### config.mk
export PLATFORM = sky130hd
export DESIGN_NAME = sar_controller_8_bit
export DESIGN_NICKNAME = d
export VERILOG_FILES = /design/src/rtl/sar_pkg.sv /design/src/rtl/sar_settle_timer.sv /design/src/rtl/sar_controller_8_bit.sv
export SDC_FILE = /design/constraint.sdc
export NUM_CORES = 1
export LEC_CHECK = 0
export BUFFER_PORTS_ARGS = -buffer_cell sky130_fd_sc_hd__buf_2
export CORE_UTILIZATION = 30
export CTS_CLUSTER_SIZE = 8
export DETAILED_ROUTE_END_ITERATION = 7
export PLACE_DENSITY_LB_ADDON = 0.12
export REMOVE_ABC_BUFFERS = 1
export SLEW_MARGIN = 15
export SYNTH_ARGS = -nofsm -noshare
export SYNTH_HDL_FRONTEND = slang
export SYNTH_SLANG_ARGS = --single-unit
### constraint.sdc
create_clock -name Clock_In -period 1.6 [get_ports Clock_In]
set_clock_uncertainty 0.1 [all_clocks]
set_input_delay 0.16 -clock Clock_In [delete_from_list [all_inputs] [get_ports Clock_In]]
set_output_delay 0.16 -clock Clock_In [all_outputs]
set_load 0.03 [all_outputs]
### src/rtl/sar_pkg.sv
// Shared types and constants for the SAR controller and its settle timer.
package sar_pkg;

    localparam int unsigned SAR_DATA_WIDTH = 8;

    typedef enum logic [1:0] {
        SAR_IDLE   = 2'd0,
        SAR_SETTLE = 2'd1,
        SAR_SAMPLE = 2'd2,
        SAR_DONE   = 2'd3
    } sar_state_e;

    // Settle counter width: clog2(SETTLE_CYCLES), never narrower than one bit.
    function automatic int unsigned sar_cnt_width(input int unsigned settle_cycles);
        return (settle_cycles > 1) ? $clog2(settle_cycles) : 1;
    endfunction

endpackage

### src/rtl/sar_settle_timer.sv
// Settle-time counter: cleared by load, advanced by count, flags the final settle cycle.
module sar_settle_timer
    import sar_pkg::*;
#(
    parameter int unsigned SETTLE_CYCLES = 1
) (
    input  logic clk_i,
    input  logic rst_i,
    input  logic load_i,
    input  logic count_i,
    output logic expire_c_o
);

    localparam int unsigned CNT_W = sar_cnt_width(SETTLE_CYCLES);
    localparam logic [CNT_W-1:0] LAST_CNT = CNT_W'(SETTLE_CYCLES - 1);

    logic [CNT_W-1:0] count_q;
    logic [CNT_W-1:0] count_d;

    assign expire_c_o = count_i && (count_q == LAST_CNT);

    always_comb begin
        count_d = count_q;
        if (load_i || expire_c_o) begin
            count_d = '0;
        end else if (count_i) begin
            count_d = count_q + CNT_W'(1);
        end
    end

    always_ff @(posedge clk_i) begin
        if (rst_i) begin
            count_q <= '0;
        end else begin
            count_q <= count_d;
        end
    end

endmodule

### src/rtl/sar_controller_8_bit.sv
// MSB-first successive-approximation controller driving a magnitude comparator's B input.
// Optional macro SAR_EARLY_EXIT_EN: finish as soon as the comparator reports equality.
module sar_controller_8_bit
    import sar_pkg::*;
#(
    parameter int unsigned DATA_WIDTH    = SAR_DATA_WIDTH,
    parameter int unsigned SETTLE_CYCLES = 1
) (
    input  logic                  Clock_In,
    input  logic                  Reset_In,
    input  logic                  Start_In,
    input  logic                  A_Greater_Than_B_In,
    input  logic                  A_Equal_To_B_In,
    output logic [DATA_WIDTH-1:0] Trial_Data_Out,
    output logic [DATA_WIDTH-1:0] Result_Out,
    output logic                  Busy_Out,
    output logic                  Done_Out
);

    localparam int unsigned IDX_W = (DATA_WIDTH > 1) ? $clog2(DATA_WIDTH) : 1;
    localparam logic [IDX_W-1:0]      IDX_MSB = IDX_W'(DATA_WIDTH - 1);
    localparam logic [DATA_WIDTH-1:0] ONE     = DATA_WIDTH'(1);

    sar_state_e            state_q,  state_d;
    logic [DATA_WIDTH-1:0] work_q,   work_d;
    logic [DATA_WIDTH-1:0] trial_q,  trial_d;
    logic [DATA_WIDTH-1:0] result_q, result_d;
    logic [IDX_W-1:0]      idx_q,    idx_d;
    logic                  busy_q,   busy_d;
    logic                  done_q,   done_d;

    logic                  keep_c;
    logic                  early_c;
    logic [DATA_WIDTH-1:0] work_kept_c;
    logic                  timer_load_c;
    logic                  timer_count_c;
    logic                  timer_expire_c;

    sar_settle_timer #(
        .SETTLE_CYCLES(SETTLE_CYCLES)
    ) u_settle_timer (
        .clk_i     (Clock_In),
        .rst_i     (Reset_In),
        .load_i    (timer_load_c),
        .count_i   (timer_count_c),
        .expire_c_o(timer_expire_c)
    );

    // Illegal both-flags-high case falls out as keep=1.
    assign keep_c = A_Greater_Than_B_In | A_Equal_To_B_In;

`ifdef SAR_EARLY_EXIT_EN
    assign early_c = A_Equal_To_B_In;
`else
    assign early_c = 1'b0;
`endif

    always_comb begin
        work_kept_c         = work_q;
        work_kept_c[idx_q]  = keep_c;
    end

    always_comb begin
        state_d       = state_q;
        work_d        = work_q;
        trial_d       = trial_q;
        result_d      = result_q;
        idx_d         = idx_q;
        busy_d        = busy_q;
        done_d        = 1'b0;
        timer_load_c  = 1'b0;
        timer_count_c = 1'b0;

        case (state_q)
            SAR_IDLE, SAR_DONE: begin
                state_d = SAR_IDLE;
                busy_d  = 1'b0;
                if (Start_In) begin
                    state_d      = SAR_SETTLE;
                    busy_d       = 1'b1;
                    work_d       = '0;
                    trial_d      = ONE << IDX_MSB;
                    idx_d        = IDX_MSB;
                    timer_load_c = 1'b1;
                end
            end
            SAR_SETTLE: begin
                timer_count_c = 1'b1;
                if (timer_expire_c) begin
                    state_d = SAR_SAMPLE;
                end
            end
            SAR_SAMPLE: begin
                if (early_c) begin
                    // Exact match: the current trial already is the answer.
                    work_d   = trial_q;
                    result_d = trial_q;
                    state_d  = SAR_DONE;
                    busy_d   = 1'b0;
                    done_d   = 1'b1;
                end else if (idx_q == '0) begin
                    work_d   = work_kept_c;
                    result_d = work_kept_c;
                    trial_d  = work_kept_c;
                    state_d  = SAR_DONE;
                    busy_d   = 1'b0;
                    done_d   = 1'b1;
                end else begin
                    work_d       = work_kept_c;
                    idx_d        = idx_q - IDX_W'(1);
                    trial_d      = work_kept_c | (ONE << (idx_q - IDX_W'(1)));
                    timer_load_c = 1'b1;
                    state_d      = SAR_SETTLE;
                end
            end
            default: begin
                state_d = SAR_IDLE;
                busy_d  = 1'b0;
            end
        endcase
    end

    always_ff @(posedge Clock_In) begin
        if (Reset_In) begin
            state_q  <= SAR_IDLE;
            work_q   <= '0;
            trial_q  <= '0;
            result_q <= '0;
            idx_q    <= IDX_MSB;
            busy_q   <= 1'b0;
            done_q   <= 1'b0;
        end else begin
            state_q  <= state_d;
            work_q   <= work_d;
            trial_q  <= trial_d;
            result_q <= result_d;
            idx_q    <= idx_d;
            busy_q   <= busy_d;
            done_q   <= done_d;
        end
    end

    assign Trial_Data_Out = trial_q;
    assign Result_Out     = result_q;
    assign Busy_Out       = busy_q;
    assign Done_Out       = done_q;

endmodule

==> metrics <==
PortBufs=22; Mapped Area=0.00163 sq mm; H-Tree Depth=2; MaxCap Viol Count=0; RSZ-0062 raised after global routing=yes; Rows=26; WP data required=1.73 ns; slowest stage cell, crit path=dfxtp_2; GRT overflow=0; max incr delay on CP=0.34 ns; Final Total Pwr=1.62 mW; fmax=0.647 GHz; FF+latch count, synth=32; Tmin final=1.55 ns; min-delay worst type=in -> reg; DRC violations left=0; startpoint type of the worst setup path=flip-flop; CTS tree=yes; gp weighted congestion=0.802; final hold vios=0; Max clock buf depth=2; routed wire length=4090 um; Slew Limit Fails=0; Die Ht=75.7 um; final core utilization=0.422; Tcrit/Tclk final=0.967; leakage=1.04 nW; Die Wd=75.7 um; critical-path cell list=inv_2, ha_4, nand2b_4, and2_4, nor2_4, a211o_1; Slew headroom=0.613; Synth Warn #=0; initial core utilization=0.315; nets=238; DP HPWL=2980 um; CP Class=reg -> reg; crit path buf inv count=1; Unique masters post-synth=43; total CTS buffers=5; initial antenna violation count=0; ANT cells=0; Antenna Nets Post-Route=0; Mean Syn Cell Area=9.25 sq um; Reg clk slew, reported paths=0.07 ns; PD cells=742 mW/mm^2; final setup violating endpoints=0; DR pass1 iterations=4; FF-to-FF setup slack=0.05 ns; All-Layer GR Usage=0.157; biggest fanout along the worst timing path=13; routed wire length per instance=13.8 um; area delta synth->final=34.1%; outcome=finished clean; routed vias/inst=4.75; filler cell count=510; CTS sink count=32; Core Area=0.00517 sq mm; critical path's top delay family=simple AND/OR/NAND/NOR gates; Synth Instances=176; Seq/Total Area, Yosys=0.394; Worst Tran Pin Value=0.580 ns; Clock Latency Late Sink=0.28 ns; IO Count=23; largest net degree at the start of global routing=14; Peak VDD IR=0.423 mV; first-pass GRT wire length=6540 um; crit end category=flip-flop; number of global-route vias before repair=1326; arrival time at the worst endpoint=1.67 ns; DR iter-0 viols=49; Vias=1410; multi-input combinational cell area=952 sq um; share of layout cells above drive strength 1=0.423; FF/Latch Area=647 sq um; clock root cell=clkbuf_8; DIE AREA=0.00572 sq mm
[synthesized netlist by cell type (all sizes together)]
library cell / count / area, sq um
o21a: 3 / 22.5
o21ai: 6 / 30.0
a311oi: 1 / 8.76
mux2i: 8 / 80.1
clkbuf: 1 / 3.75
or2: 1 / 6.26
nor2b: 5 / 31.3
a21oi: 7 / 35.0
nand3: 7 / 35.0
o2111a: 1 / 11.3
o2bb2ai: 2 / 17.5
a32oi: 1 / 8.76
a311o: 1 / 10.0
nand2b: 3 / 28.8
o22ai: 1 / 6.26
a21o: 9 / 67.6
a31oi: 2 / 12.5
inv: 7 / 26.3
nor4b: 1 / 15.0
nor3b: 3 / 22.5
mux2: 1 / 15.0
dfxtp: 32 / 641
xor2: 1 / 8.76
nor3: 7 / 46.3
nand4: 2 / 12.5
a211oi: 1 / 7.51
buf: 11 / 91.3
nor2: 16 / 70.1
and2: 1 / 6.26
nand3b: 4 / 46.3
nand2: 17 / 63.8
a211o: 6 / 52.6
ha: 7 / 87.6
[layer usage]
metal,vias up,share of wire,global-route usage
li1,718,-,-
met1,669,0.49,0.207
met2,19,0.47,0.250
met3,4,0.023,0.0370
met4,0,0.010,0.0556
met5,-,0,0
[through the flow]
| stage | cell area (sq um) | setup WS, ns | hold slack, ns | TNS [ns] | std cells |
|---|---|---|---|---|---|
| after floorplan | 1530 | -0.140 | 0.129 | -0.855 | 164 |
| after global placement | 1960 | -0.0726 | 0.334 | -0.535 | 285 |
| after detailed placement | 1960 | -0.167 | 0.343 | -1.48 | 285 |
| after CTS | 2090 | 0.0000400 | 0.0997 | 0 | 293 |
| after global routing | 2180 | -0.0314 | 0.122 | -0.245 | 297 |
| final | 2180 | 0.0533 | 0.104 | 0 | 297 |
[state kept, by name (all words and copies together), names as in the netlist]
name	cells
Busy_Out	1
Done_Out	1
Result_Out	8
Trial_Data_Out	8
idx_q	3
state_q	2
u_settle_timer.count_q	1
work_q	8
[logic make-up after synthesis]
| kind of cell | Yosys count | share of synthesized area |
|---|---|---|
| AOI/OAI and AO/OA | 41 | 0.178 |
| xor gates and xnor gates | 1 | 0.00538 |
| adders and majority gates | 7 | 0.0538 |
| buffers and inverters | 19 | 0.0746 |
| DFF | 32 | 0.394 |
| muxes | 9 | 0.0584 |
| and+or+nand+nor | 67 | 0.236 |
[layout by cell type, fill, tap and decap left out, types with 2 or more instances in the layout]
master / count
buf_4: 30
dfxtp_1: 27
buf_2: 22
nand2_1: 15
nor2_1: 14
a21o_1: 9
mux2i_1: 8
a21oi_1: 7
a211o_1: 6
clkbuf_8: 6
inv_2: 5
nor2b_1: 5
nand3_1: 5
dfxtp_2: 5
o21ai_0: 4
ha_1: 4
o21a_1: 3
nor3_2: 3
nor3_1: 3
inv_1: 2
nand2b_4: 2
nand4_1: 2
nand3_2: 2
nand3b_1: 2
nor3b_2: 2
nand2_2: 2
a31oi_1: 2
o2bb2ai_1: 2
ha_4: 2
clkinv_2: 2
buf_6: 2
[power breakdown]
group / internal, mW / switching (mW) / total (mW)
combinational: 0.0698 / 0.0969 / 0.167
clock: 0.343 / 0.300 / 0.643
sequential: 0.806 / 0.00522 / 0.811
total: 1.22 / 0.402 / 1.62
[worst min-delay path, cell delays in order]
cell,delay (ns)
buf_2,0.11
a32oi_1,0.11
nor2_1,0.07
[cell type report]
type	instances	share of cell area
Sequential cell	32	0.296
Multi-Input combinational cell	125	0.436
Tap cell	70	0.0401
Inverter	7	0.0120
Clock inverter	2	0.00458
Timing Repair Buffer	55	0.173
Clock buffer	6	0.0378
[timing repair]
item	4_1_cts	5_1_grt
resized for setup	10	21
endpoints found under the setup margin	22	23
hold buffers	0	0
setup buffers	0	5
pin swaps	2	12
[worst paths after layout]
kind	from	endpoint	depth (start not counted)
worst max register to register	state_q[0]	Trial_Data_Out[1]	6
worst max-delay path	state_q[0]	Trial_Data_Out[1]	6
worst min register to register	Result_Out[4]	Result_Out[4]	2
worst min-delay path	Start_In	Busy_Out	3
No activity file was read; power rests on OpenSTA's default activity.
